`src/rtl/vga_scaled_addr_gen_if.sv`:
```
// Position-in / address-out bundle between the VGA timing driver, vga_scaled_addr_gen and the RAM read port.
// With VGA_SCALED_MIRROR_EN defined the bundle also carries the per-frame mirror request.
interface vga_scaled_addr_gen_if #(
    parameter int AW = 8
);
    logic [11:0]   pos_x;
    logic [11:0]   pos_y;
    logic [AW-1:0] mem_addr;
    logic          in_image;
    logic          line_start;
    logic          frame_start;
`ifdef VGA_SCALED_MIRROR_EN
    logic          mirror;

    modport master (output pos_x, pos_y, mirror,
                    input  mem_addr, in_image, line_start, frame_start);
    modport slave  (input  pos_x, pos_y, mirror,
                    output mem_addr, in_image, line_start, frame_start);
`else
    modport master (output pos_x, pos_y,
                    input  mem_addr, in_image, line_start, frame_start);
    modport slave  (input  pos_x, pos_y,
                    output mem_addr, in_image, line_start, frame_start);
`endif
endinterface

```
`src/rtl/vga_scaled_addr_gen.sv`:
```
// Frame-buffer read address generator for an integer-upscaled image, built from counters only (no divider/multiplier).
// Optional horizontal mirroring, latched once per frame, is enabled by defining VGA_SCALED_MIRROR_EN.
module vga_scaled_addr_gen #(
    parameter int SCREEN_X = 1024,
    parameter int SCREEN_Y = 768,
    parameter int IMG_W    = 16,
    parameter int IMG_H    = 12,
    parameter int AW       = 8,
    parameter int SCALE_X  = 64,
    parameter int SCALE_Y  = 64,
    parameter int RD_LAT   = 1
) (
    input  logic                 clk,
    input  logic                 rst,
    vga_scaled_addr_gen_if.slave bus
);
    localparam int SXW = $clog2(SCALE_X + 1);
    localparam int SYW = $clog2(SCALE_Y + 1);
    localparam int CW  = $clog2(IMG_W + 1);
    localparam int RW  = $clog2(IMG_H + 1);

    localparam logic [SXW-1:0] SX_LAST  = SXW'(SCALE_X - 1);
    localparam logic [SYW-1:0] SY_LAST  = SYW'(SCALE_Y - 1);
    localparam logic [CW-1:0]  COL_END  = CW'(IMG_W);
    localparam logic [RW-1:0]  ROW_END  = RW'(IMG_H);
    localparam logic [RW-1:0]  ROW_LAST = RW'(IMG_H - 1);
    localparam logic [AW-1:0]  ROW_STEP = AW'(IMG_W);
    localparam logic [AW-1:0]  COL_LAST = AW'(IMG_W - 1);

    // IDLE after reset until a frame start, so no partial frame is ever addressed.
    typedef enum logic {ST_IDLE, ST_RUN} state_t;
    state_t state, state_nx;

    logic [SXW-1:0] sub_x, sub_x_nx;
    logic [CW-1:0]  col, col_nx;
    logic [SYW-1:0] sub_y, sub_y_nx;
    logic [RW-1:0]  row, row_nx;
    logic [AW-1:0]  row_base, row_base_nx;
    logic [11:0]    prev_y;
    logic           line_start_nx, frame_start_nx;
    logic           active, frame_hit, line_hit, pixel_hit;
    logic           in_image_raw;
    logic [AW-1:0]  col_clamp, col_eff, mem_addr_nx;
    logic [AW-1:0]  mem_addr_q;
    logic           line_start_q, frame_start_q;
    logic [RD_LAT:0] img_dly;

    assign active    = (bus.pos_x < 12'(SCREEN_X)) && (bus.pos_y < 12'(SCREEN_Y));
    assign frame_hit = (bus.pos_x == '0) && (bus.pos_y == '0);
    assign line_hit  = active && (bus.pos_x == '0) && (bus.pos_y != prev_y) && (bus.pos_y != '0);
    assign pixel_hit = active && (bus.pos_x != '0);

`ifdef VGA_SCALED_MIRROR_EN
    logic mirror_q, mirror_nx;
    assign mirror_nx = frame_hit ? bus.mirror : mirror_q;
`endif

    always_comb begin
        // NOTE: every combinational output gets a default first so no path can infer a latch.
        state_nx       = state;
        sub_x_nx       = sub_x;
        col_nx         = col;
        sub_y_nx       = sub_y;
        row_nx         = row;
        row_base_nx    = row_base;
        line_start_nx  = 1'b0;
        frame_start_nx = 1'b0;

        // Priority: frame start, then line advance, then pixel advance.
        if (frame_hit) begin
            state_nx       = ST_RUN;
            sub_x_nx       = '0;
            col_nx         = '0;
            sub_y_nx       = '0;
            row_nx         = '0;
            row_base_nx    = '0;
            frame_start_nx = 1'b1;
        end else if (state == ST_RUN) begin
            if (line_hit) begin
                line_start_nx = 1'b1;
                sub_x_nx      = '0;
                col_nx        = '0;
                if (sub_y == SY_LAST) begin
                    sub_y_nx = '0;
                    if (row != ROW_END) row_nx = row + 1'b1;
                    // row_base stops on the last image row so a saturated row keeps a legal address.
                    if (row < ROW_LAST) row_base_nx = row_base + ROW_STEP;
                end else begin
                    sub_y_nx = sub_y + 1'b1;
                end
            end else if (pixel_hit) begin
                if (sub_x == SX_LAST) begin
                    sub_x_nx = '0;
                    if (col != COL_END) col_nx = col + 1'b1;
                end else begin
                    sub_x_nx = sub_x + 1'b1;
                end
            end
        end
    end

    // Address and region flag come from the post-update counters, giving one cycle of latency.
    always_comb begin
        col_clamp = (col_nx >= COL_END) ? COL_LAST : AW'(col_nx);
`ifdef VGA_SCALED_MIRROR_EN
        col_eff   = mirror_nx ? (COL_LAST - col_clamp) : col_clamp;
`else
        col_eff   = col_clamp;
`endif
        mem_addr_nx  = row_base_nx + col_eff;
        in_image_raw = (state_nx == ST_RUN) && active && (col_nx < COL_END) && (row_nx < ROW_END);
    end

    always_ff @(posedge clk) begin
        // NOTE: state registers use non-blocking assignments so every flop samples pre-edge values.
        if (rst) begin
            state         <= ST_IDLE;
            sub_x         <= '0;
            col           <= '0;
            sub_y         <= '0;
            row           <= '0;
            row_base      <= '0;
            prev_y        <= '0;
            mem_addr_q    <= '0;
            line_start_q  <= 1'b0;
            frame_start_q <= 1'b0;
            img_dly       <= '0;
`ifdef VGA_SCALED_MIRROR_EN
            mirror_q      <= 1'b0;
`endif
        end else begin
            state         <= state_nx;
            sub_x         <= sub_x_nx;
            col           <= col_nx;
            sub_y         <= sub_y_nx;
            row           <= row_nx;
            row_base      <= row_base_nx;
            prev_y        <= bus.pos_y;
            mem_addr_q    <= mem_addr_nx;
            line_start_q  <= line_start_nx;
            frame_start_q <= frame_start_nx;
            img_dly[0]    <= in_image_raw;
            for (int i = 1; i <= RD_LAT; i++) img_dly[i] <= img_dly[i-1];
`ifdef VGA_SCALED_MIRROR_EN
            mirror_q      <= mirror_nx;
`endif
        end
    end

    assign bus.mem_addr    = mem_addr_q;
    assign bus.line_start  = line_start_q;
    assign bus.frame_start = frame_start_q;
    assign bus.in_image    = img_dly[RD_LAT];
endmodule

```
`src/flat_wrapper.sv`:
```
// flat-port wrapper written by rule: the top's interface ports become plain ports
module vga_scaled_addr_gen_flat 
#(
    parameter int SCREEN_X = 1024,
    parameter int SCREEN_Y = 768,
    parameter int IMG_W    = 16,
    parameter int IMG_H    = 12,
    parameter int AW       = 8,
    parameter int SCALE_X  = 64,
    parameter int SCALE_Y  = 64,
    parameter int RD_LAT   = 1
)
  (clk, rst, bus_pos_x, bus_pos_y, bus_mem_addr, bus_in_image, bus_line_start, bus_frame_start);
  vga_scaled_addr_gen_if #(.AW(AW)) bus_i ();
  input  logic clk;
  input  logic rst;
  input wire logic [$bits(bus_i.pos_x)-1:0] bus_pos_x;
  input wire logic [$bits(bus_i.pos_y)-1:0] bus_pos_y;
  output wire logic [$bits(bus_i.mem_addr)-1:0] bus_mem_addr;
  output wire logic [$bits(bus_i.in_image)-1:0] bus_in_image;
  output wire logic [$bits(bus_i.line_start)-1:0] bus_line_start;
  output wire logic [$bits(bus_i.frame_start)-1:0] bus_frame_start;
  assign bus_i.pos_x = bus_pos_x;
  assign bus_i.pos_y = bus_pos_y;
  assign bus_mem_addr = bus_i.mem_addr;
  assign bus_in_image = bus_i.in_image;
  assign bus_line_start = bus_i.line_start;
  assign bus_frame_start = bus_i.frame_start;
  vga_scaled_addr_gen #(.SCREEN_X(SCREEN_X), .SCREEN_Y(SCREEN_Y), .IMG_W(IMG_W), .IMG_H(IMG_H), .AW(AW), .SCALE_X(SCALE_X), .SCALE_Y(SCALE_Y), .RD_LAT(RD_LAT)) u_core (.clk(clk), .rst(rst), .bus(bus_i));
endmodule
```
`config.mk`:
```
export PLATFORM = sky130hd
export DESIGN_NAME = vga_scaled_addr_gen_flat
export DESIGN_NICKNAME = d
export VERILOG_FILES = /design/src/rtl/vga_scaled_addr_gen_if.sv /design/src/rtl/vga_scaled_addr_gen.sv /design/src/flat_wrapper.sv
export SDC_FILE = /design/constraint.sdc
export NUM_CORES = 1
export LEC_CHECK = 0
export CAP_MARGIN = 5
export CORE_UTILIZATION = 43
export DETAILED_ROUTE_END_ITERATION = 6
export PLACE_DENSITY = 0.65
export SLEW_MARGIN = 20
export SYNTH_ARGS = -nofsm -noshare
export SYNTH_HDL_FRONTEND = slang
export SYNTH_SLANG_ARGS = --single-unit
```
`constraint.sdc`:
```
create_clock -name clk -period 6.07 [get_ports clk]
set_clock_uncertainty 0.1 [all_clocks]
set_input_delay 1.214 -clock clk [delete_from_list [all_inputs] [get_ports clk]]
set_output_delay 1.214 -clock clk [all_outputs]
set_load 0.005 [all_outputs]
```
==> impl_metrics.tcl <==
set metrics [dict create \
    wirelength_um 5507 \
    drv_slew 0 \
    postCtsHoldBufs 0 \
    routed_length_per_instance_um 13.11 \
    floorplan.core_area_um2 6026 \
    cts.sinks 56 \
    layout_setup_ws_ns 1.186 \
    lkg_pwr_nw 1.326 \
    timing.hold.worst.class "register to register" \
    syn_nets 346 \
    report.final.setup_viol 0 \
    syn-mean-instance-area_um2 8.864 \
    rsz_0062_raised_after_global_routing "no" \
    layout-drive-gt1-share_pct 5.217 \
    run_status "complete, no violations" \
    post-synth-top-count-cell "sky130_fd_sc_hd__dfxtp_1" \
    first_global_vias 2094 \
    placement.cell_area_um2 3162 \
    yosysTopAreaCellShare_pct 41.20 \
    yosys.cell_types.count 49 \
    design_area_um2 3254 \
    final_core_utilization_pct 54.01 \
    drt_iter0_drc 118 \
    final_net_count 383 \
    antenna_found_initial 0 \
    cts_tree "done" \
    die_outline_area_um2 6651 \
    post_cts_buffers 0 \
    vias 2246 \
    antennaDiodeCount 0 \
    yosys-top-cells-area "sky130_fd_sc_hd__dfxtp_1, sky130_fd_sc_hd__xor2_1, sky130_fd_sc_hd__ha_1" \
    cts_max_path_buffers 2 \
    worst_setup_path_end_kind "register" \
    worst_setup_hold_path_clk_slew_ns 0.09 \
    first_pass_grt_wire_length_um 9411 \
    filler_cells 561 \
    setup_total_negative_slack_ns 0 \
    postSynth.topFlopCell "sky130_fd_sc_hd__dfxtp_1" \
    top_level_ports 37 \
    crit_required_ns 6.17 \
    cts-root-buf "sky130_fd_sc_hd__clkbuf_8" \
    synth-seq-cells 56 \
    place_hpwl_um 4191 \
    criticalPathCategory "input pin to register" \
    placer_congestion 0.8093 \
    pin_count_of_the_biggest_net_entering_global_routing 33 \
    count_of_flip_flops_with_a_built_in_enable_after_synthesis 0 \
    worst_setup_path_start_kind "input pin" \
    initial_utilization_pct 45.16 \
    dpl_ws_ns 0.8715 \
    synth_top_area_cell "sky130_fd_sc_hd__dfxtp_1" \
    synth-seq-area-share_pct 41.20 \
    worst-endpoint-arrival_ns 4.98 \
    drt_drc_violations_left 0 \
    detailedRoute.firstPassIterationCount 4 \
    area_growth_syn_to_layout_pct 19.59 \
    asyncSetResetFlopFracSynth_pct 0 \
    dieHeight_um 81.56 \
    syn-cell-area_um2 2721 \
    post_drt_via_cell_ratio 5.348 \
    min_path_cells 1 \
    synth-warning-count 0 \
    tritoncts.num_buffers 5 \
    power_density_nw_per_um2 190.3 \
    final_min_period_over_clock_period_pct 80.45 \
    postSynthCellCount 307 \
    worstPathMaxFanout 6 \
    gr-usage-all-layers_pct 18.46 \
    total_of_max_cap_violations 0 \
    post-route-min-period_ns 4.884 \
    i_o_buffers 36 \
    placementRows 28 \
    ir_drop_worst_vdd_uv 109.9 \
    antenna_violating_nets_post_route 0 \
    maxSlewHeadroom_pct 52.42 \
    number_of_cell_instances_on_the_worst_register_to_register_path 15 \
    clock_latency_ns 0.30 \
    dieWidth_um 81.56 \
    tightest_slew_ns 0.7037 \
    timing_hold_violations_final 0 \
    clock.fmax_mhz 204.8 \
    ys_top_cells_by_count "sky130_fd_sc_hd__dfxtp_1, sky130_fd_sc_hd__nor2_1, sky130_fd_sc_hd__nand2_1, sky130_fd_sc_hd__xor2_1, sky130_fd_sc_hd__nor2b_1" \
    post_cts_resize_count 0 \
    htree_levels 2 \
    globalRoute.totalOverflow 0 \
]
cell families after synthesis:
group,share of synthesized area [%]
xor gates and xnor gates,8.368
AOI/OAI and AO/OA,11.40
buffers and inverters,2.437
and+or+nand+nor,28.74
DFF,41.20
muxes,1.471
adders and majority gates,6.253
other,0.1378
critical path, cell delays in order:
cell	delay (ns)
sky130_fd_sc_hd__clkdlybuf4s50_1	0.47
sky130_fd_sc_hd__or4_4	0.52
sky130_fd_sc_hd__a21oi_4	0.20
sky130_fd_sc_hd__nand4_1	0.18
sky130_fd_sc_hd__o22ai_1	0.20
sky130_fd_sc_hd__a21boi_0	0.10
sky130_fd_sc_hd__o21ai_0	0.49
sky130_fd_sc_hd__o31ai_1	0.24
sky130_fd_sc_hd__ha_1	0.34
sky130_fd_sc_hd__a21o_1	0.16
sky130_fd_sc_hd__a21o_1	0.19
sky130_fd_sc_hd__a21o_1	0.19
sky130_fd_sc_hd__a21oi_1	0.25
sky130_fd_sc_hd__nor3b_2	0.09
sky130_fd_sc_hd__mux2i_1	0.14
final cells by class:
type / instances / area, µm² / area share (%)
clock buffers: 6 / 82.58 / 2.537
clock inverters: 2 / 10.01 / 0.3076
inverters: 8 / 30.03 / 0.9227
multi-input cells: 234 / 1534 / 47.14
flip-flops and latches: 56 / 1121 / 34.45
well taps: 75 / 93.84 / 2.884
repair buffers: 39 / 382.9 / 11.76
metrics by stage:
| step | instances | total power [mW] | hold slack [ns] |
|---|---|---|---|
| finish | 420 | 0.6192 | 0.3416 |
| global route | 420 | 0.6453 | 0.3729 |
| CTS | 420 | 0.6292 | 0.3465 |
| detailed placement | 412 | 0.4224 | 0.3297 |
| global placement | 412 | 0.4221 | 0.3229 |
| floorplan | 307 | 0.3977 | 0.3092 |
power by group:
group | internal [mW] | leakage, nW | total, mW | switching, mW
Combinational | 0.0228 | 0.820 | 0.0399 | 0.0172
Sequential | 0.372 | 0.454 | 0.373 | 0.00177
Clock | 0.0913 | 0.0510 | 0.206 | 0.115
Total | 0.486 | 1.33 | 0.619 | 0.133
layout by cell type, fill, tap and decap left out, types with 2 or more instances in the layout:
| cell type | instances |
|---|---|
| sky130_fd_sc_hd__clkinv_2 | 2 |
| sky130_fd_sc_hd__o31ai_1 | 2 |
| sky130_fd_sc_hd__xor2_1 | 21 |
| sky130_fd_sc_hd__mux2i_1 | 4 |
| sky130_fd_sc_hd__clkbuf_8 | 6 |
| sky130_fd_sc_hd__xnor2_1 | 5 |
| sky130_fd_sc_hd__nand3_1 | 8 |
| sky130_fd_sc_hd__a21o_1 | 5 |
| sky130_fd_sc_hd__nand4_1 | 7 |
| sky130_fd_sc_hd__a211oi_1 | 2 |
| sky130_fd_sc_hd__nor3_1 | 6 |
| sky130_fd_sc_hd__clkdlybuf4s50_1 | 36 |
| sky130_fd_sc_hd__and2_1 | 11 |
| sky130_fd_sc_hd__and3_1 | 11 |
| sky130_fd_sc_hd__o21a_1 | 2 |
| sky130_fd_sc_hd__nor2b_1 | 19 |
| sky130_fd_sc_hd__and4_1 | 3 |
| sky130_fd_sc_hd__a21oi_1 | 12 |
| sky130_fd_sc_hd__inv_1 | 8 |
| sky130_fd_sc_hd__o22ai_1 | 2 |
| sky130_fd_sc_hd__dfxtp_1 | 56 |
| sky130_fd_sc_hd__nand2b_1 | 2 |
| sky130_fd_sc_hd__nand2_1 | 21 |
| sky130_fd_sc_hd__o21ai_0 | 8 |
| sky130_fd_sc_hd__ha_1 | 12 |
| sky130_fd_sc_hd__nor4_1 | 10 |
| sky130_fd_sc_hd__o2111ai_1 | 2 |
| sky130_fd_sc_hd__a31oi_1 | 2 |
| sky130_fd_sc_hd__nor2_1 | 36 |
| sky130_fd_sc_hd__buf_4 | 3 |
| sky130_fd_sc_hd__nor4b_1 | 2 |
sequential cells by signal, summed over array words and instances (netlist names):
register	flops
u_core.bus.line_start	1
u_core.bus.mem_addr	8
u_core.row_base	8
u_core.img_dly	2
u_core.sub_x	7
u_core.row	4
u_core.bus.frame_start	1
u_core.sub_y	7
u_core.col	5
u_core.prev_y	12
u_core.state	1
per-layer routing:
layer	vias to the layer above	wire [µm]	track usage, %
li1	1155	-	-
met1	1047	2633	23.47
met2	38	2600	31.17
met3	6	213	3.778
met4	0	59	5.714
met5	-	0	0
final timing paths:
check / startpoint / end / slack, ns
min reg2reg: u_core.img_dly[0]$_SDFF_PP0_ / u_core.img_dly[1]$_SDFF_PP0_ / 0.34
min: u_core.img_dly[0]$_SDFF_PP0_ / u_core.img_dly[1]$_SDFF_PP0_ / 0.34
max: bus_pos_y[11] / u_core.bus.mem_addr[7]$_SDFF_PP0_ / 1.19
max reg2reg: u_core.sub_x[0]$_SDFFE_PP0P_ / u_core.bus.mem_addr[7]$_SDFF_PP0_ / 2.22
No activity file was read; power rests on OpenSTA's default activity.
